$ cat config.mk
export PLATFORM = sky130hd
export DESIGN_NAME = game_round_controller
export DESIGN_NICKNAME = d
export VERILOG_FILES = /design/src/rtl/game_round_controller_pkg.sv /design/src/rtl/game_round_controller_edge_detect.sv /design/src/rtl/game_round_controller.sv
export SDC_FILE = /design/constraint.sdc
export NUM_CORES = 1
export LEC_CHECK = 0
export ABC_CLOCK_PERIOD_IN_PS = 3400
export BUFFER_PORTS_ARGS = -buffer_cell sky130_fd_sc_hd__buf_2
export CAP_MARGIN = 30
export CORE_ASPECT_RATIO = 0.7
export CORE_UTILIZATION = 60
export CTS_CLUSTER_SIZE = 30
export DETAILED_ROUTE_END_ITERATION = 8
export HOLD_SLACK_MARGIN = 0.05
export PLACE_DENSITY = 0.84
export REMOVE_ABC_BUFFERS = 1
export SYNTH_ARGS = -nofsm -noshare
export SYNTH_HDL_FRONTEND = slang
export SYNTH_SLANG_ARGS = --single-unit
$ cat constraint.sdc
create_clock -name clk -period 3.4 [get_ports clk]
set_clock_uncertainty 0.1 [all_clocks]
set_input_delay 0.17 -clock clk [delete_from_list [all_inputs] [get_ports clk]]
set_output_delay 0.17 -clock clk [all_outputs]
set_load 0.02 [all_outputs]
$ cat src/rtl/game_round_controller_pkg.sv
// game_round_controller_pkg: shared FSM state encoding and default timing constants
// for the round controller and its edge detector.
package game_round_controller_pkg;

    typedef enum logic [2:0] {
        IDLE   = 3'd0,
        GEN    = 3'd1,
        LOAD   = 3'd2,
        WAIT   = 3'd3,
        RESULT = 3'd4,
        DONE   = 3'd5
    } state_t;

    localparam int          DEF_ROUNDS         = 8;
    localparam logic [23:0] DEF_TIMEOUT_CYCLES = 24'd10_000_000;
    localparam logic [23:0] DEF_RESULT_CYCLES  = 24'd5_000_000;

endpackage

$ cat src/rtl/game_round_controller_edge_detect.sv
// edge_detect: registered history of a level input plus a one-cycle rising-edge pulse.
//   clk   in  system clock, rising edge
//   rst_n in  asynchronous active-low reset
//   d     in  level input (already synchronised)
//   rise  out high for the cycle in which d is first seen high
module edge_detect
    import game_round_controller_pkg::*;
(
    input  logic clk,
    input  logic rst_n,
    input  logic d,
    output logic rise
);

    logic prev_q, prev_d;
    logic armed_q, armed_d;

    always_comb begin
        prev_d  = d;
        armed_d = 1'b1;
    end

    always_ff @(posedge clk or negedge rst_n) begin
        if (!rst_n) begin
            prev_q  <= 1'b0;
            armed_q <= 1'b0;
        end else begin
            prev_q  <= prev_d;
            armed_q <= armed_d;
        end
    end

    // The first cycle after reset only samples the history, so a button held
    // through reset is not mistaken for a fresh press.
    assign rise = armed_q & d & ~prev_q;

endmodule

$ cat src/rtl/game_round_controller.sv
// game_round_controller: number-matching game sequencer (start, random target, answer
// window, result display, score keeping over ROUNDS rounds).
//   clk, rst_n          clock (rising edge) and asynchronous active-low reset
//   start_btn           start request level; one game per rising edge in IDLE/DONE
//   submit_btn          answer-submit level; evaluated on rising edge in WAIT
//   answer_in[7:0]      player's answer
//   rng_value[7:0]      external random number generator output
//   rng_trigger         one-cycle capture request to the generator
//   target_out[7:0]     number the player must enter
//   round_active        waiting for an answer
//   correct/wrong       last answer result, held during the result display
//   timeout             answer window expired (only with GAME_TIMEOUT_EN)
//   score[7:0]          correct answers this game, saturating
//   round_cnt[7:0]      completed rounds this game
//   game_over           game finished
// Build option: define GAME_TIMEOUT_EN to bound the answer window by TIMEOUT_CYCLES;
// otherwise WAIT lasts until a submit and no timer exists.
module game_round_controller
    import game_round_controller_pkg::*;
#(
    parameter int          ROUNDS         = DEF_ROUNDS,
    parameter logic [23:0] TIMEOUT_CYCLES = DEF_TIMEOUT_CYCLES,
    parameter logic [23:0] RESULT_CYCLES  = DEF_RESULT_CYCLES
) (
    input  logic       clk,
    input  logic       rst_n,
    input  logic       start_btn,
    input  logic       submit_btn,
    input  logic [7:0] answer_in,
    input  logic [7:0] rng_value,
    output logic       rng_trigger,
    output logic [7:0] target_out,
    output logic       round_active,
    output logic       correct,
    output logic       wrong,
    output logic       timeout,
    output logic [7:0] score,
    output logic [7:0] round_cnt,
    output logic       game_over
);

    localparam logic [7:0] ROUNDS_B = 8'(ROUNDS);

    if (ROUNDS < 1 || ROUNDS > 255 || TIMEOUT_CYCLES == 24'd0 || RESULT_CYCLES == 24'd0) begin : g_cfg_check
        $error("game_round_controller: ROUNDS must be 1..255 and cycle counts nonzero");
    end

    state_t      state_q, state_d;
    logic [7:0]  target_q, target_d;
    logic [7:0]  score_q, score_d;
    logic [7:0]  round_cnt_q, round_cnt_d;
    logic        correct_q, correct_d;
    logic        wrong_q, wrong_d;
    logic [23:0] hold_q, hold_d;
    logic        start_rise, submit_rise;
    logic        hit;
    logic        expired;

    edge_detect u_start_edge (
        .clk   (clk),
        .rst_n (rst_n),
        .d     (start_btn),
        .rise  (start_rise)
    );

    edge_detect u_submit_edge (
        .clk   (clk),
        .rst_n (rst_n),
        .d     (submit_btn),
        .rise  (submit_rise)
    );

    assign hit = submit_rise && (answer_in == target_q);

`ifdef GAME_TIMEOUT_EN
    logic [23:0] timer_q, timer_d;
    logic        timeout_q, timeout_d;

    assign expired = (timer_q == 24'd0);

    // A submit in the final window cycle wins, so timeout only flags when no submit arrived.
    always_comb begin
        timer_d   = timer_q;
        timeout_d = timeout_q;
        if (state_q == LOAD) begin
            timer_d = TIMEOUT_CYCLES - 24'd1;
        end else if (state_q == WAIT) begin
            timer_d   = expired ? timer_q : timer_q - 24'd1;
            timeout_d = !submit_rise && expired;
        end else if (state_q == RESULT && hold_q == 24'd0) begin
            timeout_d = 1'b0;
        end
    end

    always_ff @(posedge clk or negedge rst_n) begin
        if (!rst_n) begin
            timer_q   <= 24'd0;
            timeout_q <= 1'b0;
        end else begin
            timer_q   <= timer_d;
            timeout_q <= timeout_d;
        end
    end

    assign timeout = timeout_q;
`else
    assign expired = 1'b0;
    assign timeout = 1'b0;
`endif

    always_comb begin
        state_d     = state_q;
        target_d    = target_q;
        score_d     = score_q;
        round_cnt_d = round_cnt_q;
        correct_d   = correct_q;
        wrong_d     = wrong_q;
        hold_d      = hold_q;
        case (state_q)
            IDLE, DONE: begin
                if (start_rise) begin
                    score_d     = 8'd0;
                    round_cnt_d = 8'd0;
                    state_d     = GEN;
                end
            end
            GEN: state_d = LOAD;
            LOAD: begin
                // Zero is unplayable: keep the old target and request another number.
                if (rng_value == 8'd0) begin
                    state_d = GEN;
                end else begin
                    target_d = rng_value;
                    state_d  = WAIT;
                end
            end
            WAIT: begin
                if (submit_rise || expired) begin
                    correct_d   = hit;
                    wrong_d     = !hit;
                    score_d     = (hit && score_q != 8'hFF) ? score_q + 8'd1 : score_q;
                    round_cnt_d = round_cnt_q + 8'd1;
                    hold_d      = RESULT_CYCLES - 24'd1;
                    state_d     = RESULT;
                end
            end
            RESULT: begin
                if (hold_q == 24'd0) begin
                    correct_d = 1'b0;
                    wrong_d   = 1'b0;
                    state_d   = (round_cnt_q == ROUNDS_B) ? DONE : GEN;
                end else begin
                    hold_d = hold_q - 24'd1;
                end
            end
            default: state_d = IDLE;
        endcase
    end

    always_ff @(posedge clk or negedge rst_n) begin
        if (!rst_n) begin
            state_q     <= IDLE;
            target_q    <= 8'd0;
            score_q     <= 8'd0;
            round_cnt_q <= 8'd0;
            correct_q   <= 1'b0;
            wrong_q     <= 1'b0;
            hold_q      <= 24'd0;
        end else begin
            state_q     <= state_d;
            target_q    <= target_d;
            score_q     <= score_d;
            round_cnt_q <= round_cnt_d;
            correct_q   <= correct_d;
            wrong_q     <= wrong_d;
            hold_q      <= hold_d;
        end
    end

    assign rng_trigger  = (state_q == GEN);
    assign target_out   = target_q;
    assign round_active = (state_q == WAIT);
    assign correct      = correct_q;
    assign wrong        = wrong_q;
    assign score        = score_q;
    assign round_cnt    = round_cnt_q;
    assign game_over    = (state_q == DONE);

endmodule

==> results_dict.tcl <==
set metrics [dict create \
    grt_overflow 0 \
    worstMarginPinSlew_ns 1.01 \
    htreeDepth 2 \
    synthCells 321 \
    die_h_um 63.0 \
    synth-seq-cells 56 \
    core_um2 4940 \
    max-vdd-ir-drop_uv 253 \
    cts_resized 0 \
    async_reset_ff_share_pct 100 \
    arrival_ns 2.49 \
    ios 50 \
    hold_violations 0 \
    fin_cells 447 \
    setup_ws_ns 1.06 \
    grt_max_degree 38 \
    cts_tree "done" \
    worstPathRequired_ns 3.55 \
    timing.final.crit_share_pct 68.8 \
    layout-drive-gt1-share_pct 22.5 \
    seq_area_frac_synth_pct 43.9 \
    crit_path_top_delay_cell "dfrtp_1" \
    holdWs_ns 0.374 \
    grt_use_total_pct 28.3 \
    cts_setup_buffers 0 \
    crit_type "reg -> reg" \
    start_util_pct 64.6 \
    grt_pass1_wl_mm 12.2 \
    start_kind "register" \
    wl_mm 7.19 \
    globalplace.congestion 0.859 \
    max_cap_viol_count 0 \
    final_util_pct 73.9 \
    crit_top_cell "buf_4" \
    ys_warn_count 0 \
    viasPerCell 6.00 \
    finalNetCount 403 \
    area_growth_pct 14.4 \
    fin_tns_setup_ns 0 \
    worstPathMaxFanout 13 \
    drc_errors 0 \
    postCtsHoldBufs 11 \
    vias 2684 \
    path_cells "nand3b_1, buf_4, inv_2, nand2_1, buf_4, or4_1, nand3_1" \
    clock-sinks 56 \
    endpoint_kind "register" \
    post_dp_cell_area_um2 3460 \
    grt_pass1_vias 2506 \
    holdCritPathClass "in -> reg" \
    status "finished clean" \
    setup_viol 0 \
    slew_headroom_pct 32.3 \
    dieArea_um2 5620 \
    std_cell_rows 21 \
    wire_per_inst_um 16.1 \
    dp_hpwl_mm 5.14 \
    design_area_um2 3650 \
    numPortBuffers 48 \
    syn_area_um2 3190 \
    clock.fmax_ghz 0.427 \
    power_mw 1.10 \
    antenna_cells 0 \
    grt_antenna_before_repair 0 \
    p_per_area_nw_per_um2 302 \
    cts.clk_slew.worst_paths_ns 0.09 \
    final_antenna_net_count 0 \
    dp_worst_setup_slack_ns 1.11 \
    synth-edff-count 0 \
    syn_avg_cell_area_um2 9.94 \
    drv_slew 0 \
    cpPeakStageDelay_ns 0.51 \
    dp_cells 429 \
    rsz0062_at_grt "no" \
    leakage_nw 1.60 \
    synth.distinct_cells 58 \
    post-route-min-period_ns 2.34 \
    insertion_delay_ns 0.31 \
    clk_root_buffer_cell "clkbuf_8" \
    synth-main-ff-cell "dfrtp_1" \
    drtPass1Iterations 4 \
    numCtsBuffers 5 \
    drt_iter0_drc 226 \
    die_width_um 89.2 \
    clock_path_buffers 2 \
]
## cells by family (layout without fill, tap and decap cells)
family	after synthesis	count (layout)	share of synthesized area [%]
DFF	56	56	43.9
other	2	2	0.235
xor gates and xnor gates	14	14	3.84
buffers and inverters	25	82	4.20
and+or+nand+nor	139	139	25.4
adders and majority gates	5	5	1.96
muxes	16	16	6.27
AOI/OAI and AO/OA	64	64	14.2
## worst paths after layout
kind | start | end | slack [ns] | cells past startpoint
max | state_q[2]$_DFFE_PN0P_ | score[2]$_DFFE_PN0P_ | 1.06 | 7
min | answer_in[6] | score[4]$_DFFE_PN0P_ | 0.37 | 6
max reg2reg | state_q[2]$_DFFE_PN0P_ | score[2]$_DFFE_PN0P_ | 1.06 | 7
min reg2reg | round_cnt[7]$_DFFE_PN0P_ | round_cnt[7]$_DFFE_PN0P_ | 0.41 | 1
max in group asynchronous | rst_n | hold_q[20]$_DFFE_PN0P_ | 2.01 | 3
min in group asynchronous | rst_n | round_cnt[4]$_DFFE_PN0P_ | 0.39 | 2
## layout make-up
class / instances / area (µm²)
Multi-Input combinational cell: 240 / 1660
Sequential cell: 56 / 1400
Fill cell: 353 / 1290
Timing Repair Buffer: 64 / 388
Tap cell: 69 / 86.3
Clock buffer: 6 / 72.6
Inverter: 11 / 41.3
Clock inverter: 1 / 5.00
## cells in the final DEF (no fill, tap or decap), drive strengths merged, types with 7 or more instances in the layout
| master | instances |
|---|---|
| nand2 | 27 |
| xor2 | 10 |
| mux2i | 8 |
| dfrtp | 56 |
| o21ai | 20 |
| a31oi | 7 |
| nand4 | 8 |
| nor2 | 26 |
| nor4 | 9 |
| buf | 53 |
| nor3 | 16 |
| and3 | 7 |
| inv | 11 |
| mux2 | 8 |
| or4 | 9 |
| nand3 | 17 |
| a21oi | 9 |
| dlygate4sd3 | 11 |
## per-layer routing
layer	wire length, µm	GRT usage [%]	up-vias
li1	-	-	1288
met1	3500	43.0	1300
met2	3220	42.0	86
met3	398	6.08	10
met4	70	4.76	0
met5	0	0	-
## worst max-delay path: cells and delay by family, from the launching register on
| family | cells | cell delay (ns) |
|---|---|---|
| DFF | 1 | 0.51 |
| buffers and inverters | 3 | 0.61 |
| and+or+nand+nor | 4 | 1.06 |
## report_power, final
| group | total, mW | leakage, nW | switching, mW | internal (mW) |
|---|---|---|---|---|
| Clock | 0.349 | 0.0410 | 0.208 | 0.141 |
| Combinational | 0.0753 | 0.935 | 0.0424 | 0.0330 |
| Sequential | 0.678 | 0.622 | 0.00600 | 0.672 |
## state kept, by name (all words and copies together) (netlist names)
signal                 cells
score                      8
round_cnt                  8
target_out                 8
hold_q                    24
u_submit_edge.armed_q      1
u_start_edge.prev_q        1
wrong                      1
u_submit_edge.prev_q       1
state_q                    3
correct                    1
## synthesized netlist by cell type (all sizes together), types with 3 or more instances
library cell   n  area share (%)
nand4          8             1.8
clkbuf         3            0.35
o21ai         20             3.1
nand3b         3            0.82
nand3         17             3.0
nand2         27             3.2
xnor2          4             1.1
nor4           9             2.6
mux2i          8             2.5
a21oi          9             1.4
o211ai         6             1.8
nor3          16             3.2
xor2          10             2.7
o31ai          5             1.2
or4            9             2.1
a31oi          7             1.4
dfrtp         56              44
or3            4            0.78
and3           7             1.4
ha             5             2.0
nor2          26             3.1
inv           11             1.3
a211oi         4            0.94
buf           11             2.5
and3b          3            0.82
mux2           8             3.8
(Power assumes the default switching activity.)
